**config.mk**
```make
export PLATFORM = sky130hd
export DESIGN_NAME = serial_comparator_ctrl
export DESIGN_NICKNAME = d
export VERILOG_FILES = /design/src/rtl/serial_comparator_ctrl.sv
export SDC_FILE = /design/constraint.sdc
export NUM_CORES = 1
export LEC_CHECK = 0
export CAP_MARGIN = 20
export CORE_MARGIN = 8
export CORE_UTILIZATION = 25
export CTS_CLUSTER_SIZE = 28
export DETAILED_ROUTE_END_ITERATION = 7
export GPL_ROUTABILITY_DRIVEN = 0
export PLACE_DENSITY = 0.51
export SYNTH_ARGS = -nofsm -noshare
export SYNTH_HDL_FRONTEND = slang
export SYNTH_SLANG_ARGS = --single-unit
```
**constraint.sdc**
```tcl
create_clock -name clk -period 2.7 [get_ports clk]
set_input_delay 0.675 -clock clk [delete_from_list [all_inputs] [get_ports clk]]
set_output_delay 0.675 -clock clk [all_outputs]
set_load 0.01 [all_outputs]
```
**src/rtl/serial_comparator_ctrl.sv**
```systemverilog
`default_nettype none
// ============================================================================
//  Module      : serial_comparator_ctrl
//  Description : Bit-serial magnitude comparator. A single 1-bit cascade
//                cell is walked over two captured operands, MSB first,
//                stopping at the first differing bit and reporting
//                greater / equal / less with a one-cycle done pulse.
//  Revision    : 1.0  initial release
// ============================================================================
module serial_comparator_ctrl #(
    parameter int WIDTH = 8,   // operand width in bits, >= 2
    parameter int IDX_W = 3    // bit-index width, 2**IDX_W >= WIDTH
) (
    input  logic             clk,
    input  logic             rst,
    input  logic             start,
    input  logic [WIDTH-1:0] a_in,
    input  logic [WIDTH-1:0] b_in,
    output logic             busy,
    output logic             done,
    output logic             aGb,
    output logic             aEb,
    output logic             aLb
);

    typedef enum logic [1:0] {
        ST_IDLE    = 2'd0,
        ST_COMPARE = 2'd1,
        ST_DONE    = 2'd2
    } state_t;

    localparam logic [IDX_W-1:0] C_IDX_MSB = IDX_W'(WIDTH - 1);
    localparam logic [IDX_W-1:0] C_IDX_ONE = IDX_W'(1);

    state_t             state_q, state_d;
    logic [IDX_W-1:0]   index_q, index_d;
    logic [WIDTH-1:0]   a_q, a_d;
    logic [WIDTH-1:0]   b_q, b_d;
    logic               g_q, g_d;
    logic               e_q, e_d;
    logic               l_q, l_d;
    logic               agb_q, agb_d;
    logic               aeb_q, aeb_d;
    logic               alb_q, alb_d;

    logic               w_ai;
    logic               w_bi;
    logic               w_cell_g;
    logic               w_cell_e;
    logic               w_cell_l;

    // Shared comparator cell applied to the currently selected bit pair.
    always_comb begin
        w_ai     = a_q[index_q];
        w_bi     = b_q[index_q];
        w_cell_l = l_q | (~w_ai &  w_bi & e_q);
        w_cell_e = ~(w_ai ^ w_bi) & e_q;
        w_cell_g = g_q | ( w_ai & ~w_bi & e_q);
    end

    // Next-state and datapath updates for the IDLE/COMPARE/DONE sequencer.
    always_comb begin
        state_d = state_q;
        index_d = index_q;
        a_d     = a_q;
        b_d     = b_q;
        g_d     = g_q;
        e_d     = e_q;
        l_d     = l_q;
        agb_d   = agb_q;
        aeb_d   = aeb_q;
        alb_d   = alb_q;

        case (state_q)
            ST_IDLE: begin
                // Operands are only captured here, so later input changes
                // and start requests while busy cannot disturb a comparison.
                if (start) begin
                    a_d     = a_in;
                    b_d     = b_in;
                    index_d = C_IDX_MSB;
                    g_d     = 1'b0;
                    e_d     = 1'b1;
                    l_d     = 1'b0;
                    state_d = ST_COMPARE;
                end
            end

            ST_COMPARE: begin
                g_d = w_cell_g;
                e_d = w_cell_e;
                l_d = w_cell_l;
                // Once a difference is seen the outcome is fixed, so stop
                // early; bit 0 always terminates so the index never wraps.
                if (!w_cell_e || (index_q == '0)) begin
                    agb_d   = w_cell_g;
                    aeb_d   = w_cell_e;
                    alb_d   = w_cell_l;
                    state_d = ST_DONE;
                end else begin
                    index_d = index_q - C_IDX_ONE;
                end
            end

            ST_DONE: begin
                state_d = ST_IDLE;
            end

            default: begin
                state_d = ST_IDLE;
            end
        endcase
    end

    // State register with synchronous reset; reset aborts any comparison.
    always_ff @(posedge clk) begin
        if (rst) begin
            state_q <= ST_IDLE;
            index_q <= '0;
            a_q     <= '0;
            b_q     <= '0;
            g_q     <= 1'b0;
            e_q     <= 1'b1;
            l_q     <= 1'b0;
            agb_q   <= 1'b0;
            aeb_q   <= 1'b0;
            alb_q   <= 1'b0;
        end else begin
            state_q <= state_d;
            index_q <= index_d;
            a_q     <= a_d;
            b_q     <= b_d;
            g_q     <= g_d;
            e_q     <= e_d;
            l_q     <= l_d;
            agb_q   <= agb_d;
            aeb_q   <= aeb_d;
            alb_q   <= alb_d;
        end
    end

    assign busy = (state_q == ST_COMPARE) || (state_q == ST_DONE);
    assign done = (state_q == ST_DONE);
    assign aGb  = agb_q;
    assign aEb  = aeb_q;
    assign aLb  = alb_q;

endmodule
`default_nettype wire

```
# Yosys cells after proc, flatten, opt, wreduce, memory -nomap -nowiden
# Cells that the tools add are included.
[op_classes]
n_bitwise = 11
add_sub_neg = 1
n_reduce_logical = 11
n_lt_le_gt_ge = 1
n_mux = 15
eq_ne = 5
[op_table]
columns = ["op", "n"]
rows = [
  ["2-bit AND reduction", 4],
  ["1-bit binary-select mux with 3-bit select", 2],
  ["3-bit two-way mux", 2],
  ["2-bit inequality test (second input constant)", 3],
  ["1-bit one-hot mux with 2 select lines", 3],
  ["3-bit one-hot mux with 2 select lines", 1],
  ["1-bit AND", 5],
  ["3-bit by 4-bit less-than comparator with 1-bit output (second input constant)", 1],
  ["1-bit two-way mux", 4],
  ["2-bit two-way mux", 2],
  ["2-bit one-hot mux with 2 select lines", 1],
  ["3-bit logical NOT", 1],
  ["1-bit inverter", 3],
  ["3-bit AND reduction", 1],
  ["3-bit by 1-bit subtractor with 3-bit output (second input constant)", 1],
  ["2-bit by 1-bit equality test with 1-bit output (second input constant)", 1],
  ["2-bit equality test (second input constant)", 1],
  ["2-bit logical NOT", 1],
  ["1-bit logical OR", 2],
  ["1-bit bitwise OR", 2],
  ["2-bit nonzero test", 1],
  ["1-bit logical NOT", 1],
  ["1-bit bitwise XOR", 1],
]
[totals]
in_bits = 19
wordCells = 54
output_inout_bits = 5
reg_bits = 27

# Depth between registers and ports, before layout
# Gate-level depths: netlist of run 1.
[depth]
depth_word = 9
depth_mapped = 9
ltp_nobuf = 8

# Worst setup path after synthesis of run 1
# OpenSTA, ideal clock, no wires.
[synth_path]
kind = "register to register"
startpoint = "register index_q[0]"
endpoint = "register state_q[0]"
arrival_ns = 2.050
path_stages_with_launch = 10
setup_slack_ns = 0.519
path_buffers = 1
synth_period_minus_slack_ns = 2.181
setup_ns = 0.131
t_required_ns = 2.569
path_cell_list = "dfxtp_1 > buf_6 > mux4_2 > mux2i_1 > inv_1 > ha_1 > nand2_1 > or3_1 > a21oi_1 > nor3_1"
[synth_via]
elab_chain_len = 9
word_cells_on_any_way = 12
cone_classes = "eq/ne (1); mux (4); bitwise (3); reduce/logical (4)"
[synth_rtl]
columns = ["item", "line_no", "rtl"]
rows = [
  ["from (decl)", "36", "logic [IDX_W-1:0] index_q, index_d;"],
  ["from (signal assigned)", "130", "index_q <= index_d;"],
  ["1-bit binary-select mux with 3-bit select (on tied branches)", "54, 55", ""],
  ["1-bit two-way mux (on tied branches)", "54, 55", ""],
  ["1-bit bitwise XOR", "57", "w_cell_e = ~(w_ai ^ w_bi) & e_q;"],
  ["1-bit inverter", "57", ""],
  ["1-bit AND", "57", ""],
  ["1-bit logical NOT", "95", "if (!w_cell_e || (index_q == '0)) begin"],
  ["1-bit logical OR (*)", "95", ""],
  ["2-bit inequality test (no line) (*)", "-", ""],
  ["2-bit AND reduction (no line) (*)", "-", ""],
  ["to (signal assigned)", "129", "state_q <= state_d;"],
  ["to (decl)", "35", "state_t state_q, state_d;"],
]
# Every way passes the cells marked *; elsewhere a longest branch is shown, timed or not. The select of a mux whose other input is x is not followed.
# A chain may end at the register's enable or synchronous reset.

# Worst setup path after layout of run 1
[layout_path]
startpoint = "register index_q[0]"
endpoint = "register index_q[1]"
[layout_via]
elab_chain_len = 9
word_cells_on_any_way = 15
cone_classes = "add/sub (1); eq/ne (1); mux (6); bitwise (3); reduce/logical (4)"
[layout_rtl]
columns = ["item", "line_no"]
rows = [
  ["1-bit binary-select mux with 3-bit select (on tied branches)", "54, 55"],
  ["1-bit two-way mux (on tied branches)", "54, 55"],
  ["1-bit bitwise XOR", "57"],
  ["1-bit inverter", "57"],
  ["1-bit AND", "57"],
  ["1-bit logical NOT", "95"],
  ["1-bit logical OR", "95"],
  ["2-bit inequality test (no line)", "-"],
  ["3-bit AND reduction (no line)", "-"],
]
# Parallel ways exist; a longest one is shown, timed or not. The select of a mux whose other input is x is not followed.

==> run_results.csv, run 1 <==
group,metric,value,unit
worst_setup_path,slowest_delay,0.54,ns
sta,finClkSkew,0.00325,ns
clocking,root_buffer,"clkbuf_8",
sta,finalHoldViolations,0,
worst_setup_path,startpoint_type,"register",
sta,rsz0062_at_grt,"false",
global_routing,grt_use_total,0.0756,
power_and_ir_drop,p_leak,0.610,nW
clocking,clk_latency,0.27,ns
detailed_routing,firstDrtPassIters,4,
floorplanning,initial_core_util,0.253,
sta,worst_pin_slew,0.526,ns
floorplanning,die_h,87.2,µm
worst_setup_path,crit_fanout,6,
clocking,cts_resized,0,
sta,finalCritPeriodShare,0.912,
detailed_routing,drc,0,
yosys,syn_inst,146,
global_routing,first_global_vias,1005,
power_and_ir_drop,power,1.54,mW
worst_setup_path,worstPathRequired,2.84,ns
global_routing,grt_start_max_net_pins,18,
global_routing,antenna_found_initial,0,
layout,area_growth,26.5,%
floorplanning,rows,26,
clocking,cts_sinks,27,
placed_design,hpwlAfterDp,2.06,mm
clocking,cts_hold_buf,0,
yosys,synth_nets,172,
worst_setup_path,crit_arrival,2.61,ns
detailed_routing,routed_via_density,4.32,
detailed_routing,drtIter0Drc,37,
worst_setup_path,cp_slowest_cell,"mux4_2",
yosys,syn_avg_cell_area,8.69,µm²
detailed_routing,vias,1019,
power_and_ir_drop,p_per_area,960,mW/mm²
yosys,yosysSeqAreaShare,0.426,
floorplanning,coreArea,0.00501,mm²
sta,fin_setup_tns,0,ns
yosys,yosys_register_bits,27,
sta,slew_headroom,0.648,
sta,period_needed,2.46,ns
global_routing,overflow,0,
clocking,cts.clk_slew.worst_paths,0.10,ns
clocking,cts_buffers,3,
layout,fillers,571,
yosys,synth.distinct_cells,33,
floorplanning,die_area,0.00761,mm²
global_routing,grt_pass1_wl,4.67,mm
power_and_ir_drop,irDropWorstVdd,0.297,mV
min_path,hp-class,"register to register",
detailed_routing,ant_nets,0,
layout,n_antenna_cell,0,
clocking,cts_tree,"done",
floorplanning,die_w,87.2,µm
layout,drive_gt1_frac,0.0904,
sta,max_freq,406,MHz
clocking,cts_setup_buffers,0,
yosys,synth_area,0.00127,mm²
placed_design,io_buffers,23,
sta,setup_violations,0,
detailed_routing,drt_wl_total,2.66,mm
yosys,yosysWarnings,0,
worst_setup_path,worstSetupEndpointType,"register",
detailed_routing,routedWlPerCell,11.3,µm
layout,num-nets-final,193,
clocking,htree_levels,1,
floorplanning,io_pins,24,
flow_run,drv_cap,0,
worst_setup_path,path_cells,"mux4_2 > mux2i_1 > ha_1 > a31oi_1 > or2_1 > a221oi_2",
worst_setup_path,worstSetupPathType,"register to register",
status,status,"finished, final reports clean",
sta,report.final.slew_viol_count,0,
clocking,cts_buffer_depth,2,
-- kinds of logic (layout without fill, tap and decap cells) --
| family | count (synthesis) | after routing | synth area share |
|---|---|---|---|
| compound gates | 37 | 37 | 0.181 |
| fa+ha+maj | 7 | 7 | 0.0690 |
| buf+inv | 18 | 38 | 0.0631 |
| flops | 27 | 27 | 0.426 |
| mux | 6 | 6 | 0.0868 |
| simple gates | 51 | 51 | 0.174 |
-- metal layers --
metal	share of wire	GRT usage	routed length (µm)	up-vias
met1	0.51	0.0956	1340	456
met4	0.010	0.0266	27	0
met2	0.44	0.114	1160	19
met3	0.048	0.0274	128	2
met5	0	0	0	-
li1	-	-	-	542
-- layout make-up --
cell class                 count  area (µm²)  area share
inverter                       9        33.8      0.0210
clock buffer                   3        41.3      0.0257
timing repair buffer          25         245       0.153
multi-input combinational    101         648       0.404
sequential                    27         541       0.337
clock inverter                 1        8.76     0.00546
tap                           70        87.6      0.0546
-- synth_stat cells, drive strengths merged --
library cell / instances / area share
a211o: 1 / 0.0069
a211oi: 3 / 0.018
a21oi: 23 / 0.091
a221oi: 2 / 0.019
a31o: 1 / 0.0069
a31oi: 2 / 0.0099
a32oi: 2 / 0.014
and2: 2 / 0.0099
and3: 1 / 0.0049
buf: 6 / 0.028
clkbuf: 3 / 0.0089
dfxtp: 27 / 0.43
ha: 7 / 0.069
inv: 9 / 0.027
mux2i: 2 / 0.016
mux4: 4 / 0.071
nand2: 34 / 0.10
nand2b: 2 / 0.012
nand3: 1 / 0.0039
nand4: 1 / 0.0049
nor2: 5 / 0.015
nor2b: 1 / 0.0049
nor3: 2 / 0.0079
o21ai: 2 / 0.011
o31ai: 1 / 0.0059
or2: 1 / 0.0049
or3: 1 / 0.0049
-- cells in the final DEF, fill, tap and decap left out, types with 2 or more instances in the layout --
| cell | count |
|---|---|
| dfxtp_1 | 27 |
| and2_1 | 2 |
| mux2i_1 | 2 |
| nor2_1 | 5 |
| a211oi_1 | 3 |
| a32oi_1 | 2 |
| a21oi_1 | 23 |
| buf_4 | 2 |
| a31oi_1 | 2 |
| inv_1 | 8 |
| clkdlybuf4s50_1 | 23 |
| ha_1 | 7 |
| nand2_1 | 34 |
| nor3_1 | 2 |
| clkbuf_8 | 3 |
| mux4_2 | 4 |
-- power by group --
group          leakage, nW  switching (mW)  internal, mW
clock network       0.0261           0.131         0.108
logic                0.362           0.386         0.326
registers            0.222          0.0888         0.501
total                0.610           0.606         0.935
-- worst max-delay path: cells and delay by family, from the launching register on --
family | cells | cell delay (ns)
muxes | 2 | 0.79
DFF | 1 | 0.53
AOI/OAI and AO/OA | 2 | 0.49
adders and majority gates | 1 | 0.30
and+or+nand+nor | 1 | 0.22
-- registers in the layout, summed over array words and instances, names as in the netlist --
name / flops
a_q: 8
b_q: 8
index_q: 3
state_q: 2
aEb: 1
aGb: 1
aLb: 1
e_q: 1
g_q: 1
l_q: 1
-- through the flow --
step	hold slack [ns]	worst slack, ns	util	cells	area (µm²)
2_1_floorplan	0.433	0.519	-	146	1270
3_3_place_gp	0.444	0.287	0.310	232	1560
3_5_place_dp	0.451	0.240	0.310	232	1560
4_1_cts	0.466	0.201	0.320	236	1610
5_1_grt	0.479	0.0369	0.320	236	1610
6_report	0.460	0.237	0.320	236	1610
-- final timing paths --
check,start,end,slack (ns),cells after the start
max,index_q[0],index_q[1],0.24,6
min,b_q[4],b_q[4],0.46,2
min reg2reg,b_q[4],b_q[4],0.46,2
max reg2reg,index_q[0],index_q[1],0.24,6
No activity file was read; power rests on OpenSTA's default activity.
==> inputs of run 2 (changes only) <==
- CORE_MARGIN: 8 -> 1
==> run_results.csv, run 2 (synthesis gave the netlist of run 1 again) <==
group,metric,value,unit
flow_run,drv_cap,0,
layout,layout_commonest_cell,"nand2_1",
layout,top_regs,"a_q x8, b_q x8, index_q x3",
clocking,cts_tree,"done",
layout,stdcell_area,0.00159,mm²
sta,report.final.slew_viol_count,0,
sta,rsz0062_at_grt,"false",
power_and_ir_drop,irDropWorstVdd,0.317,mV
placed_design,placed_cells,228,
sta,worst_pin_slew,0.647,ns
worst_setup_path,crit_arrival,2.61,ns
layout,drive_gt1_frac,0.0788,
clocking,root_buffer,"clkbuf_8",
detailed_routing,drc,0,
status,status,"finished, final reports clean",
detailed_routing,ant_nets,0,
floorplanning,initial_core_util,0.263,
detailed_routing,vias,1066,
placed_design,place_ws,0.223,ns
detailed_routing,drt_wl_total,2.66,mm
worst_setup_path,startpoint_type,"register",
detailed_routing,firstDrtPassIters,6,
clocking,cts_buffers,3,
sta,finClkSkew,0.00461,ns
detailed_routing,drtIter0Drc,58,
global_routing,antenna_found_initial,0,
placed_design,io_buffers,23,
global_routing,overflow,0,
sta,worst_slack,0.230,ns
sta,slew_headroom,0.568,
placed_design,place_area,0.00154,mm²
global_routing,grt_start_max_net_pins,18,
floorplanning,die_area,0.00536,mm²
power_and_ir_drop,p_per_area,964,mW/mm²
worst_setup_path,worstSetupEndpointType,"register",
detailed_routing,routed_via_density,4.59,
clocking,clk_latency,0.27,ns
floorplanning,coreArea,0.00482,mm²
clocking,cts.clk_slew.worst_paths,0.09,ns
worst_setup_path,worstSetupPathType,"register to register",
clocking,cts_setup_buffers,0,
layout,finalNonFillerCells,232,
clocking,cts_buffer_depth,2,
floorplanning,rows,25,
worst_setup_path,worstPathRequired,2.84,ns
layout,area_growth,25.2,%
sta,finalHoldViolations,0,
floorplanning,io_pins,24,
clocking,cts_resized,0,
floorplanning,die_h,73.2,µm
clocking,cts_sinks,27,
sta,period_needed,2.47,ns
global_routing,first_global_vias,992,
global_routing,grt_use_total,0.110,
placed_design,hpwlAfterDp,1.99,mm
sta,finalCritPeriodShare,0.915,
power_and_ir_drop,p_leak,0.602,nW
floorplanning,die_w,73.2,µm
sta,setup_violations,0,
layout,n_antenna_cell,0,
worst_setup_path,r2r_slack,0.23,ns
worst_setup_path,crit_fanout,6,
min_path,hp-class,"register to register",
layout,layout_common_cells,"34 x nand2_1, 27 x dfxtp_1, 23 x a21oi_1, 23 x clkdlybuf4s50_1, 8 x inv_1",
clocking,htree_levels,1,
detailed_routing,routedWlPerCell,11.5,µm
layout,final_util,0.330,
global_routing,grt_pass1_wl,4.42,mm
sta,fin_setup_tns,0,ns
layout,num-nets-final,192,
clocking,cts_hold_buf,0,
sta,max_freq,405,MHz
run 2: cell types whose count changed in the layout (fill, tap and decap cells not counted), sizes merged:
cell | before | now
clkbuf | 3 | 4
buf | 2 | 1
inv | 10 | 9
run 2: worst paths after layout:
path | depth (start not counted) | start | endpoint
max | 8 | index_q[0] | state_q[0]
min | 2 | b_q[6] | b_q[6]
max reg2reg | 8 | index_q[0] | state_q[0]
min reg2reg | 2 | b_q[6] | b_q[6]
run 2: layer usage:
layer	global-route usage	vias up	wire length (µm)	share of wire
li1	-	537	-	-
met1	0.132	502	1260	0.47
met2	0.176	20	1210	0.45
met3	0.0345	7	125	0.047
met4	0.0588	0	65	0.024
met5	0	-	0	0
run 2: where the power goes:
group,switching [mW],internal (mW)
registers,0.0911,0.501
clock network,0.124,0.106
logic,0.391,0.320
run 2: critical path: stages, from the launching register on:
cell,delay [ns]
dfxtp_1,0.52
mux4_2,0.54
mux2i_1,0.20
inv_1,0.08
ha_1,0.31
nand2_1,0.12
or3_1,0.37
a21oi_1,0.14
nor3_1,0.05
run 2: cell type report:
class	count	area, µm²
Fill cell	519	3230
Multi-Input combinational cell	101	648
Sequential cell	27	541
Timing Repair Buffer	24	238
Tap cell	67	83.8
Clock buffer	4	45.0
Inverter	9	33.8
run 2: stage by stage:
step | power, mW | hold slack (ns)
CTS | 1.55 | 0.464
global placement | 1.30 | 0.449
finish | 1.53 | 0.460
global route | 1.65 | 0.480
floorplan | 1.12 | 0.433
detailed placement | 1.31 | 0.447
